==> config.mk <==
export PLATFORM = sky130hd
export DESIGN_NAME = avln_st_pkt_arbiter
export DESIGN_NICKNAME = d
export VERILOG_FILES = /design/src/rtl/global_types.sv /design/src/rtl/avln_st_pkt_arbiter.sv
export SDC_FILE = /design/constraint.sdc
export NUM_CORES = 1
export LEC_CHECK = 0
export ABC_AREA = 1
export BUFFER_PORTS_ARGS = -buffer_cell sky130_fd_sc_hd__buf_2
export CAP_MARGIN = 20
export CORE_AREA = 2 2 76 78
export DETAILED_ROUTE_END_ITERATION = 8
export DIE_AREA = 0 0 78 80
export PLACE_DENSITY_LB_ADDON = 0.15
export SKIP_LAST_GASP = 1
export SLEW_MARGIN = 25
export SYNTH_ARGS = -nofsm -noshare
export SYNTH_HDL_FRONTEND = slang
export SYNTH_SLANG_ARGS = --single-unit
==> constraint.sdc <==
create_clock -name clk -period 3.8 [get_ports clk]
set_input_delay 0.19 -clock clk [delete_from_list [all_inputs] [get_ports clk]]
set_output_delay 0.19 -clock clk [all_outputs]
set_load 0.05 [all_outputs]
==> src/rtl/global_types.sv <==
// Shared bus-geometry constants.
//   W   : data word width in bits
//   BpW : bytes per word
package global_types;
  parameter int unsigned W   = 32;
  parameter int unsigned BpW = 4;
endpackage

==> src/rtl/avln_st_pkt_arbiter.sv <==
// avln_st_pkt_arbiter
// Packet-granular round-robin arbiter merging N_SRC Avalon-ST sources into one
// stream. A source wins only while presenting a start-of-packet beat and keeps
// the output until its end-of-packet beat transfers.
//
// Ports
//   clk, reset          : rising-edge clock, synchronous active-high reset
//   in_data/sop/eop/
//   in_empty/in_valid   : per-source stream, source i at slice i
//   in_ready            : per-source backpressure (only the owner sees out_ready)
//   out_data/sop/eop/
//   out_empty/out_valid : merged stream, combinational from the owner
//   out_ready           : sink backpressure
//   grant               : one-hot registered owner, zero while idle
//   proto_err           : sticky; set by a mid-packet sop beat
//   pkt_count           : per-source 16-bit completed-packet counters, present
//                         only when AVLN_ARB_PKT_STATS_EN is defined
module avln_st_pkt_arbiter
  import global_types::*;
#(
  parameter int unsigned N_SRC = 4,
  localparam int unsigned EW = $clog2(BpW)
) (
  input  logic                 clk,
  input  logic                 reset,
  input  logic [N_SRC*W-1:0]   in_data,
  input  logic [N_SRC-1:0]     in_sop,
  input  logic [N_SRC-1:0]     in_eop,
  input  logic [N_SRC*EW-1:0]  in_empty,
  input  logic [N_SRC-1:0]     in_valid,
  output logic [N_SRC-1:0]     in_ready,
  output logic [W-1:0]         out_data,
  output logic                 out_sop,
  output logic                 out_eop,
  output logic [EW-1:0]        out_empty,
  output logic                 out_valid,
  input  logic                 out_ready,
  output logic [N_SRC-1:0]     grant,
  output logic                 proto_err
`ifdef AVLN_ARB_PKT_STATS_EN
  ,
  output logic [N_SRC*16-1:0]  pkt_count
`endif
);

  localparam int unsigned SW = (N_SRC > 1) ? $clog2(N_SRC) : 1;
  localparam logic [N_SRC-1:0] GRANT_LSB = {{(N_SRC-1){1'b0}}, 1'b1};

  typedef enum logic {IDLE, PASS} state_t;

  state_t        state;
  logic [SW-1:0] gidx;
  logic [SW-1:0] last;
  logic          first_beat;

  logic [SW-1:0] pick_idx;
  logic          pick_vld;
  logic [SW-1:0] cand;
  logic          xfer;

  logic [W-1:0]  src_data  [N_SRC];
  logic [EW-1:0] src_empty [N_SRC];

  // Unpack the flat per-source buses for indexed selection.
  for (genvar i = 0; i < N_SRC; i++) begin : g_unpack
    assign src_data[i]  = in_data[i*W +: W];
    assign src_empty[i] = in_empty[i*EW +: EW];
  end

  // Round-robin pick: scan from the farthest candidate back to last+1 so the
  // final hit is the first eligible source after last.
  always_comb begin
    pick_vld = 1'b0;
    pick_idx = '0;
    cand     = '0;
    for (int k = N_SRC; k >= 1; k--) begin
      cand = SW'((int'(last) + k) % N_SRC);
      if (in_valid[cand] && in_sop[cand]) begin
        pick_vld = 1'b1;
        pick_idx = cand;
      end
    end
  end

  // Output mux and backpressure routing; nothing passes while idle or in reset.
  always_comb begin
    out_data  = src_data[gidx];
    out_empty = src_empty[gidx];
    out_sop   = in_sop[gidx];
    out_eop   = in_eop[gidx];
    out_valid = (state == PASS) && !reset && in_valid[gidx];
    in_ready  = '0;
    if ((state == PASS) && !reset) begin
      in_ready[gidx] = out_ready;
    end
  end

  assign xfer = out_valid && out_ready;

  // Arbitration FSM with registered grant and sticky error flag.
  always_ff @(posedge clk) begin
    if (reset) begin
      state      <= IDLE;
      grant      <= '0;
      gidx       <= '0;
      last       <= SW'(N_SRC - 1);
      first_beat <= 1'b0;
      proto_err  <= 1'b0;
    end else begin
      case (state)
        IDLE: begin
          if (pick_vld) begin
            state      <= PASS;
            grant      <= GRANT_LSB << pick_idx;
            gidx       <= pick_idx;
            first_beat <= 1'b1;
          end
        end
        PASS: begin
          if (xfer) begin
            first_beat <= 1'b0;
            // A second sop inside a packet is flagged but still forwarded.
            if (out_sop && !first_beat) begin
              proto_err <= 1'b1;
            end
            if (out_eop) begin
              state <= IDLE;
              grant <= '0;
              last  <= gidx;
            end
          end
        end
      endcase
    end
  end

`ifdef AVLN_ARB_PKT_STATS_EN
  logic [15:0] cnt [N_SRC];

  // Count completed packets per source; counters wrap naturally at 16 bits.
  always_ff @(posedge clk) begin
    if (reset) begin
      for (int i = 0; i < N_SRC; i++) begin
        cnt[i] <= '0;
      end
    end else if ((state == PASS) && xfer && out_eop) begin
      cnt[gidx] <= cnt[gidx] + 16'd1;
    end
  end

  for (genvar i = 0; i < N_SRC; i++) begin : g_cnt_out
    assign pkt_count[i*16 +: 16] = cnt[i];
  end
`else
  // Statistics disabled: no counters are built.
`endif

endmodule
==> metrics.log <==
[metrics] Worst Hold Path Cells: 2
[metrics] endpoint arrival time on the critical path: 2.02 ns
[metrics] number of vias per cell after detailed routing: 4.87
[metrics] drt total wl: 7320 µm
[metrics] most common cell after layout, fill and taps aside: sky130_fd_sc_hd__buf_2
[metrics] Worst Path Required: 3.61 ns
[metrics] full die area: 6240 µm²
[metrics] crit path kind: reg2out
[metrics] number of antenna-violating nets in the routed design: 0
[metrics] startpoint of the worst register-to-register path: gidx[1]
[metrics] commonest cells after routing, fill and taps aside: sky130_fd_sc_hd__buf_2 (196), sky130_fd_sc_hd__nand2_1 (98), sky130_fd_sc_hd__a22oi_1 (56)
[metrics] Core Box Area: 5410 µm²
[metrics] final routed DRC violation total: 0
[metrics] cell type contributing the most total cell area after synthesis: sky130_fd_sc_hd__a22oi_1
[metrics] number of gates given a new drive strength after cts: 0
[metrics] result of the run: finished clean
[metrics] Cell Count Post-Placement: 529
[metrics] setup total negative slack: 0 ns
[metrics] count of unique library cells instantiated by Yosys: 24
[metrics] area fraction of the dominant cell type after synthesis: 0.272
[metrics] Port Buffer Count: 196
[metrics] deepest level of the CTS H-tree: 1
[metrics] static leakage: 1.54 nW
[metrics] overflow left after global routing: 0
[metrics] category of the worst setup path launch point: register
[metrics] Post-layout nets: 613
[metrics] worst reg-to-reg path cell count: 9
[metrics] Worst-Margin Slew: 0.667 ns
[metrics] worst flop-to-flop path endpoint: grant[3]
[metrics] pins over their slew limit: 0
[metrics] final critical path time including I/O delays and setup: 2.21 ns
[metrics] final setup violation count: 0
[metrics] final estimated routing congestion in global placement: 0.890
[metrics] number of enable-type register cells in the synthesized netlist: 0
[metrics] per-instance average area after synthesis: 5.62 µm²
[metrics] TritonCTS clock tree: built
[metrics] buffer type at the clock tree root: sky130_fd_sc_hd__clkbuf_8
[metrics] largest clock skew in the final design: 0.00591 ns
[metrics] violation count after the first detailed-routing iteration: 137
[metrics] initial antenna violation count: 1
[metrics] cell area reported after detailed placement: 2560 µm²
[metrics] Finished Cell Area: 2600 µm²
[metrics] number of maximum-capacitance violations: 0
[metrics] synthesis-to-finish area growth: 68.5%
[metrics] Overall Global Routing Usage: 0.214
[metrics] Min-Delay Path Class: in2reg
[metrics] DR vias: 2595
[metrics] max_slew headroom: 0.555
[metrics] Final Hold Fails: 0
[metrics] Period Utilization, post-route: 0.582
[metrics] number of rows in the core area: 27
[metrics] highest net fanout along the worst path: 27
[metrics] share of post-route cells with drive strength above 1: 0.466
[metrics] setup repair after global routing missed its margin: false
[metrics] number of cells produced by synthesis: 275
[metrics] Hold-fix buffers, CTS: 0
[metrics] x dimension of the die: 78 µm
[metrics] non-filler instance count after layout: 533
[metrics] estimated wirelength of the detail-placed design: 5970 µm
[metrics] Max VDD drop: 0.272 mV
[metrics] setup repair bufs after CTS: 0
[metrics] first-pass GRT wire length: 10900 µm
[metrics] I/O pin count: 197
[metrics] Syn. warnings: 0
[metrics] cell types occupying the most area after synthesis: sky130_fd_sc_hd__a22oi_1 (27%), sky130_fd_sc_hd__nand2_1 (24%), sky130_fd_sc_hd__dfxtp_1 (14%)
[metrics] sinks on the clock net: 11
[metrics] number of CTS-inserted buffers: 3
[metrics] most used flip-flop cell after synthesis: sky130_fd_sc_hd__dfxtp_1
[metrics] flip-flop and latch count after synthesis: 11
[metrics] Inserted Diodes: 0
[metrics] setup slack on the worst flop-to-flop path: 1.91 ns
[metrics] height of the chip: 80 µm
[metrics] syn nets: 426
[metrics] vias in the first global route: 2312
[metrics] routed wire length per instance: 13.7 µm
[metrics] terminating pin of the worst hold path: proto_err
[metrics] portion of the post-synthesis area used by sequential elements: 0.143
[metrics] hold wc startpoint: reset
[metrics] clk_lat worst skew: 0.24 ns
[metrics] synthesized area: 1550 µm²
[metrics] initial standard-cell utilization of the core: 0.286
[metrics] critical path endpoint category: output pin
[metrics] fmax: 0.452 GHz
[metrics] clock-pin slew of the registers on the worst-case setup and hold paths: 0.06 ns
[metrics] PD cells: 461 nW/µm²
[metrics] largest net degree at the start of global routing: 38
[metrics] detailed-router iteration count before antenna repair: 4
[metrics] fraction of registers with async set or reset after synthesis: 0
[metrics] maximum buffer depth of the clock tree: 2
## worst max-delay path, stage by stage (launching register included)
cell and delay [ns]:
sky130_fd_sc_hd__dfxtp_1 0.37, sky130_fd_sc_hd__nor2_2 0.44, sky130_fd_sc_hd__buf_4 0.39, sky130_fd_sc_hd__a22oi_1 0.14, sky130_fd_sc_hd__nand3_1 0.15, sky130_fd_sc_hd__buf_2 0.28
## synth_stat cells, types with 2 or more instances
cell,count
sky130_fd_sc_hd__nand3_2,3
sky130_fd_sc_hd__inv_1,20
sky130_fd_sc_hd__clkbuf_1,10
sky130_fd_sc_hd__buf_2,2
sky130_fd_sc_hd__o211ai_1,2
sky130_fd_sc_hd__nand2_1,98
sky130_fd_sc_hd__dfxtp_1,11
sky130_fd_sc_hd__a21oi_1,8
sky130_fd_sc_hd__nor2_2,4
sky130_fd_sc_hd__buf_1,2
sky130_fd_sc_hd__nand3_1,23
sky130_fd_sc_hd__a22oi_1,56
sky130_fd_sc_hd__o21ai_0,6
sky130_fd_sc_hd__nor2_1,18
sky130_fd_sc_hd__inv_2,3
## worst max-delay path by stage
stage / startpoint / end / slack [ns]
2_1_floorplan: gidx[0] / in_ready[0] / 1.91
3_3_place_gp: gidx[0] / out_empty[1] / 1.90
3_5_place_dp: gidx[0] / out_sop / 1.87
4_1_cts: gidx[0] / out_sop / 1.59
5_1_grt: gidx[0] / out_sop / 1.46
6_report: gidx[0] / out_sop / 1.59
## power breakdown
part | total, mW | internal [mW] | switching (mW)
combinational | 0.941 | 0.246 | 0.695
clock | 0.119 | 0.0722 | 0.0471
sequential | 0.141 | 0.130 | 0.0110
## cell families after synthesis
| kind of cell | synth area share |
|---|---|
| flops | 0.143 |
| compound gates | 0.355 |
| simple gates | 0.400 |
| buf+inv | 0.103 |
## routing by layer
layer | up-vias | routed length, µm | GRT usage
met5 | - | 13 | 0
met4 | 2 | 99 | 0.0404
met3 | 12 | 522 | 0.0486
met2 | 110 | 3710 | 0.363
met1 | 1146 | 2970 | 0.278
li1 | 1325 | - | -
## per-stage QoR
stage	hold WS (ns)	total power, mW	util	worst slack (ns)
floorplan	0.346	0.834	-	1.91
global placement	0.496	1.08	0.473	1.90
detailed placement	0.504	1.08	0.473	1.87
CTS	0.259	1.21	0.482	1.59
global route	0.275	1.28	0.482	1.46
finish	0.266	1.20	0.482	1.59
## sequential cells by signal, indices dropped and copies added (netlist names)
signal and flops:
proto_err 1, last 2, grant 4, first_beat 1
gidx 2, state 1
## area by class of cell
type | instances | area (µm²)
fill | 602 | 2800
multi-input combinational | 225 | 1170
timing repair buffer | 197 | 988
sequential | 11 | 220
inverter | 24 | 92.6
tap | 72 | 90.1
clock buffer | 3 | 41.3
clock inverter | 1 | 5.00
Power figures use the tool's default switching activity.
